===== src/rtl/debounce_new_data_unit_pkg.sv =====
// Shared definitions for the debounce / new-data pulse unit.
package debounce_new_data_unit_pkg;

    // Two-state press detector: waiting for a press, or waiting for quiet.
    typedef enum logic {
        ARMED  = 1'b0,
        LOCKED = 1'b1
    } state_t;

    localparam int DEFAULT_SYNC_STAGES    = 2;
    localparam int DEFAULT_LOCKOUT_CYCLES = 8;

endpackage


===== src/rtl/debounce_new_data_unit_sync.sv =====
// Parameterized N-flop synchronizer with asynchronous active-low clear.
// Reusable for any pin-facing single-bit input.
module sync_chain #(
    parameter int STAGES = 2
) (
    input  logic clk,
    input  logic reset,
    input  logic d,
    output logic q
);

    logic [STAGES-1:0] chain_p0;

    // Shift the raw input through the flop chain; the first flop absorbs metastability.
    always_ff @(posedge clk or negedge reset) begin
        if (!reset) begin
            chain_p0 <= '0;
        end else begin
            chain_p0 <= {chain_p0[STAGES-2:0], d};
        end
    end

    assign q = chain_p0[STAGES-1];

endmodule


===== src/rtl/debounce_new_data_unit.sv =====
// Input conditioner: synchronizes a bouncing line and emits one single-cycle
// pulse per press, then ignores the line until it has been low for
// LOCKOUT_CYCLES consecutive synchronized samples.
module debounce_new_data_unit
    import debounce_new_data_unit_pkg::*;
#(
    parameter int SYNC_STAGES    = DEFAULT_SYNC_STAGES,
    parameter int LOCKOUT_CYCLES = DEFAULT_LOCKOUT_CYCLES
) (
    input  logic clk,
    input  logic reset,
    input  logic in,
    output logic out
);

    localparam int               CNT_W    = $clog2(LOCKOUT_CYCLES + 1);
    localparam logic [CNT_W-1:0] CNT_LOAD = CNT_W'(LOCKOUT_CYCLES);
    localparam logic [CNT_W-1:0] CNT_ONE  = CNT_W'(1);

    logic              s;
    state_t            state;
    logic [CNT_W-1:0]  count;

    sync_chain #(
        .STAGES (SYNC_STAGES)
    ) u_sync (
        .clk   (clk),
        .reset (reset),
        .d     (in),
        .q     (s)
    );

    // Press detector: pulse on the first high sample while armed, then hold
    // off until the quiet window has fully elapsed. Any high sample while
    // locked restarts the window, so a bounce burst yields a single pulse.
    always_ff @(posedge clk or negedge reset) begin
        if (!reset) begin
            state <= ARMED;
            count <= '0;
            out   <= 1'b0;
        end else begin
            case (state)
                ARMED: begin
                    if (s) begin
                        out   <= 1'b1;
                        count <= CNT_LOAD;
                        state <= LOCKED;
                    end else begin
                        out   <= 1'b0;
                    end
                end
                LOCKED: begin
                    out <= 1'b0;
                    if (s) begin
                        count <= CNT_LOAD;
                    end else if (count <= CNT_ONE) begin
                        // Counter saturates at zero; reaching it re-arms on this edge.
                        count <= '0;
                        state <= ARMED;
                    end else begin
                        count <= count - CNT_ONE;
                    end
                end
                default: begin
                    out   <= 1'b0;
                    count <= '0;
                    state <= ARMED;
                end
            endcase
        end
    end

endmodule


===== config.mk =====
export PLATFORM = sky130hd
export DESIGN_NAME = debounce_new_data_unit
export DESIGN_NICKNAME = d
export VERILOG_FILES = /design/src/rtl/debounce_new_data_unit_pkg.sv /design/src/rtl/debounce_new_data_unit_sync.sv /design/src/rtl/debounce_new_data_unit.sv
export SDC_FILE = /design/constraint.sdc
export NUM_CORES = 1
export LEC_CHECK = 0
export CORE_AREA = 2 2 39 41
export CTS_BUF_LIST = sky130_fd_sc_hd__clkbuf_8
export CTS_CLUSTER_DIAMETER = 80
export CTS_CLUSTER_SIZE = 16
export DETAILED_ROUTE_END_ITERATION = 8
export DIE_AREA = 0 0 41 43
export PLACE_DENSITY_LB_ADDON = 0.08
export SLEW_MARGIN = 25
export SYNTH_ARGS = -nofsm -noshare
export SYNTH_HDL_FRONTEND = slang
export SYNTH_SLANG_ARGS = --single-unit
export TNS_END_PERCENT = 5

===== constraint.sdc =====
create_clock -name clk -period 1.4 [get_ports clk]
set_clock_uncertainty 0.2 [all_clocks]
set_input_delay 0.28 -clock clk [delete_from_list [all_inputs] [get_ports clk]]
set_output_delay 0.28 -clock clk [all_outputs]
set_load 0.02 [all_outputs]

======== Word-level counts from Yosys, hierarchy flattened ========
Cells that the tools add are included.
storage, ports and cells
  register bits ........................... 8
  input port bits ......................... 3
  output and inout port bits .............. 1
  word-level logic and storage cells ...... 17
cells by class
  add/subtract/negate cells ............... 1
  $lt $le $gt $ge ......................... 1
  eq/ne operators ......................... 1
  muxes and demuxes ....................... 9
  bitwise logic cells ..................... 1
operators with widths
  kind                                                             number
  two-way mux 4 bit                                                3
  case mux 4 bit (2 select lines)                                  1
  less-or-equal comparator 4 x 1 -> 1 bit (second input constant)  1
  case mux 1 bit (2 select lines)                                  2
  subtractor 4 x 1 -> 4 bit (second input constant)                1
  two-way mux 1 bit                                                3
  != test 2 x 1 -> 1 bit (second input constant)                   1
  inverter 1 bit                                                   1

======== Longest topological paths before layout ========
  depth in word-level cells ............... 4
  gate-level depth with buffers ........... 5
  depth with buffers taken out ............ 5

======== By module ========
A second synthesis with hierarchy kept.
unflattened totals
  cells, all modules ...................... 29
  area, all modules ....................... 339.1 um2
modules (own cells, without submodules)
  module                  times used  cells an instance  area an instance (um2)  sequential area each (um2)
  debounce_new_data_unit  1           27                 289.0                   150.1
  sync_chain              1           2                  50.0                    50.0

======== Worst setup path before layout ========
Ideal clock, no wire load.
  path type ............................... flip-flop to flip-flop
  start ................................... reg count[0]
  end ..................................... reg count[0]
  library setup time ...................... 0.132 ns
  arrival time ............................ 1.051 ns
  data required time ...................... 1.068 ns
  path slack .............................. 0.017 ns
  stages on the path, launching flop included .. 6
  path buffers ............................ 0
  clock period less this slack ............ 1.383 ns
  path through ............................ dfrtp_1 -> inv_1 -> ha_1 -> nor2_1 -> o31ai_1 -> o31ai_1
between the ends
  longest elaborated chain between the ends .. 4
  elaborated cells between the ends (all ways) .. 5
ends and longest elaborated chain
  item                                                                                  line                                                        text
  from (decl)                                                                           debounce_new_data_unit.sv:22                                logic [CNT_W-1:0] count;
  from (signal assigned)                                                                debounce_new_data_unit.sv:61                                count <= count - CNT_ONE;
  subtractor 4 x 1 -> 4 bit or less-or-equal comparator 4 x 1 -> 1 bit (tied branches)  debounce_new_data_unit.sv:61, debounce_new_data_unit.sv:56
  two-way mux 4 bit (*)                                                                 debounce_new_data_unit.sv:56                                end else if (count <= CNT_ONE) begin
  two-way mux 4 bit (*)                                                                 debounce_new_data_unit.sv:54                                if (s) begin
  case mux 4 bit (2 select lines) (*)                                                   debounce_new_data_unit.sv:42                                case (state)
Mark *: on every way between the ends. The rest lies on a longest branch, timed or not.
A chain may end at the register's enable or synchronous reset.

======== Final worst setup path ========
  start ................................... reg count[0]
  end ..................................... reg count[2]
Same word-level chain as after synthesis.

==> flow_summary.ini <==
[yosys]
synth_area_leaders = dfrtp_1 (60%), ha_1 (7.5%), o31ai_1 (6.7%)
async_reset_ff_share_pct = 100.0
synth_area_leader_cell = dfrtp_1
syn_area_um2 = 335.3
ys.flop_type = dfrtp_1
synth_top_area_share_pct = 59.70
yosysWarnings = 0
seq_area_frac_synth_pct = 59.70
yosysMostFrequentCell = dfrtp_1
synth_nets = 33
synth-edff-count = 0
ys_ff_latch = 8
synth_area_per_cell_um2 = 11.98
synthCells = 28
synth_common_cells = dfrtp_1 (8), inv_1 (3), o31ai_1 (3), or3_1 (3)
synth_cell_type_count = 13

[drt]
drc_errors = 0
vias_per_cell = 4.436
vias = 244
wl_per_cell_um = 10.36
wl_um = 570
drt-initial-drc-count = 14
first_pass_iters = 2
final_antenna_net_count = 0

[layout]
nets = 46
fill_cells = 142
num_antenna_cells = 0
drive_gt1_share_pct = 43.59
area_growth_syn_to_layout_pct = 47.01

[sta]
max_freq_mhz = 701.9
relSlewSlack_pct = 75.80
period_minus_slack_ns = 1.425
setup_ws_ns = -0.02467
slew_violations = 0
rsz0062_at_grt = yes
final-hold-violation-count = 0
tightest_slew_ns = 0.3619
post-route-period-util_pct = 101.8
setup_viol_count_final = 2

[critical_path]
worstSetupStartpoint = count[0]
crit_slowest_cell = dfrtp_1
cp_cell_sequence = inv_2 > ha_4 > nand2_1 > or3_1 > a21oi_2
slowest_delay_ns = 0.40
timing.rr.end = count[2]
r2r-start = count[0]
start_kind = flop
critPathKind = flop to flop
cp_max_fo = 3
worstRegToRegCells = 5
r2r_slack_ns = -0.02
critPathArrivalTime_ns = 1.38
endpoint_kind = flop
cp.required_ns = 1.35

[clocking]
cts_inserted_buffers = 3
clock_latency_ns = 0.22
clockRootBuffer = clkbuf_8
cts_tree = yes
clkTransAtPathRegs_ns = 0.04
cts.sinks = 8
htree_levels = 1
ctsHoldBuffers = 0
cts_buffer_depth = 2

[global_routing]
grt_usage_pct = 8.621
grt_pass1_vias = 222
grt_overflow = 0
antenna_found_initial = 0
grt_pass1_wl_um = 959
grt_max_degree = 9

[pwr]
intPower_w = 0.0007608
combPwrFrac_pct = 42.9
clockPowerShare_pct = 24.0
power.switching_w = 0.0003570
ir_drop_mv = 0.7744
power_frac_seq_pct = 33.1
total_power_w = 0.001118
p_per_area_nw_per_um2 = 2267
leakagePower_nw = 0.2202
p_sw_share_pct = 31.93

[floorplanning]
num_io_pins = 4
initial_core_util_pct = 24.23
die_y_um = 43
rows = 14
core_area_um2 = 1384
die_w_um = 41
dieArea_um2 = 1763

[place]
post-dp-hpwl_um = 403.9
port_buffers = 3
gp_congestion = 0.6230
dp_slack_ns = -0.08871

[min_path]
hp-class = input pin to asynchronous set/reset pin

[status]
violations = setup timing
run_status = finished, violations left

[flow_run]
drv_cap = 0
[worst max path at each step]
| stage | slack (ns) | to |
|---|---|---|
| 2_1_floorplan | 0.02 | count[0] |
| 3_3_place_gp | -0.09 | count[1] |
| 3_5_place_dp | -0.09 | count[1] |
| 4_1_cts | -0.04 | count[2] |
| 5_1_grt | -0.12 | count[2] |
| 6_report | -0.02 | count[2] |
[per-stage QoR]
| stage | hold WS, ns | instances | util (%) | setup TNS (ns) | area, µm² |
|---|---|---|---|---|---|
| after floorplan | -0.2156 | 28 | - | 0 | 335.3 |
| after global placement | 0.1393 | 51 | 30.02 | -0.2026 | 415.4 |
| after detailed placement | 0.1457 | 51 | 30.02 | -0.1773 | 415.4 |
| after CTS | 0.1472 | 54 | 33.63 | -0.1247 | 465.4 |
| after global routing | 0.1635 | 55 | 35.62 | -0.3334 | 493.0 |
| final | 0.1367 | 55 | 35.62 | -0.03658 | 493.0 |
[cell families after synthesis]
| kind of cell | Yosys count | share of synthesized area, % |
|---|---|---|
| and+or+nand+nor | 9 | 17.91 |
| DFF | 8 | 59.70 |
| AOI/OAI and AO/OA | 6 | 11.57 |
| buffers and inverters | 3 | 3.358 |
| adders and majority gates | 2 | 7.461 |
[power groups by stage]
stage	Sequential, W	Clock (W)	Combinational (W)
after floorplan	0.000369	0	0.000199
after global placement	0.000369	0	0.000374
after detailed placement	0.000369	0	0.000367
after CTS	0.000366	0.000279	0.000401
after global routing	0.000383	0.000297	0.000524
final	0.000370	0.000268	0.000479
[timing repair]
item,CTS,global route
buffers inserted,0,1
setup endpoints to repair,5,6
hold endpoints to repair,0,0
pin swaps,1,2
gates resized for setup,4,6
[final cells by class]
type | instances | area (µm²) | area share (%)
inverters | 3 | 11.26 | 2.284
repair buffers | 8 | 67.56 | 13.71
multi-input cells | 17 | 152.6 | 30.96
flip-flops and latches | 8 | 200.2 | 40.61
well taps | 16 | 20.02 | 4.061
clock buffers | 3 | 41.29 | 8.376
[flip-flops by register name, indices dropped and copies added (netlist names)]
signal and flops:
u_sync.chain_p0 2, state 1, out 1, count 4
[layout by cell type, fill, tap and decap left out, drive strengths merged]
| cell type | synthesis | final |
|---|---|---|
| dfrtp | 8 | 8 |
| buf | 0 | 5 |
| or3 | 3 | 3 |
| clkbuf | 0 | 3 |
| inv | 3 | 3 |
| o31ai | 3 | 3 |
| nand2 | 2 | 2 |
| clkdlybuf4s50 | 0 | 2 |
| ha | 2 | 2 |
| nor2 | 1 | 1 |
| nand2b | 1 | 1 |
| and2b | 1 | 1 |
| nor4b | 1 | 1 |
| a31oi | 1 | 1 |
| o21ai | 1 | 1 |
| a21oi | 1 | 1 |
| clkdlybuf4s15 | 0 | 1 |
[critical path: cells and delay by family (launching register included)]
family | cells | cell delay (ns)
adders and majority gates | 1 | 0.14
AOI/OAI and AO/OA | 1 | 0.14
DFF | 1 | 0.40
and+or+nand+nor | 2 | 0.39
buffers and inverters | 1 | 0.09
[per-layer routing]
| layer | track usage (%) | wire length, µm |
|---|---|---|
| met1 | 12.29 | 260 |
| met2 | 10.31 | 268 |
| met3 | 4.712 | 41 |
| met4 | 4.000 | 0 |
| met5 | 0 | 0 |
(Power assumes the default switching activity.)
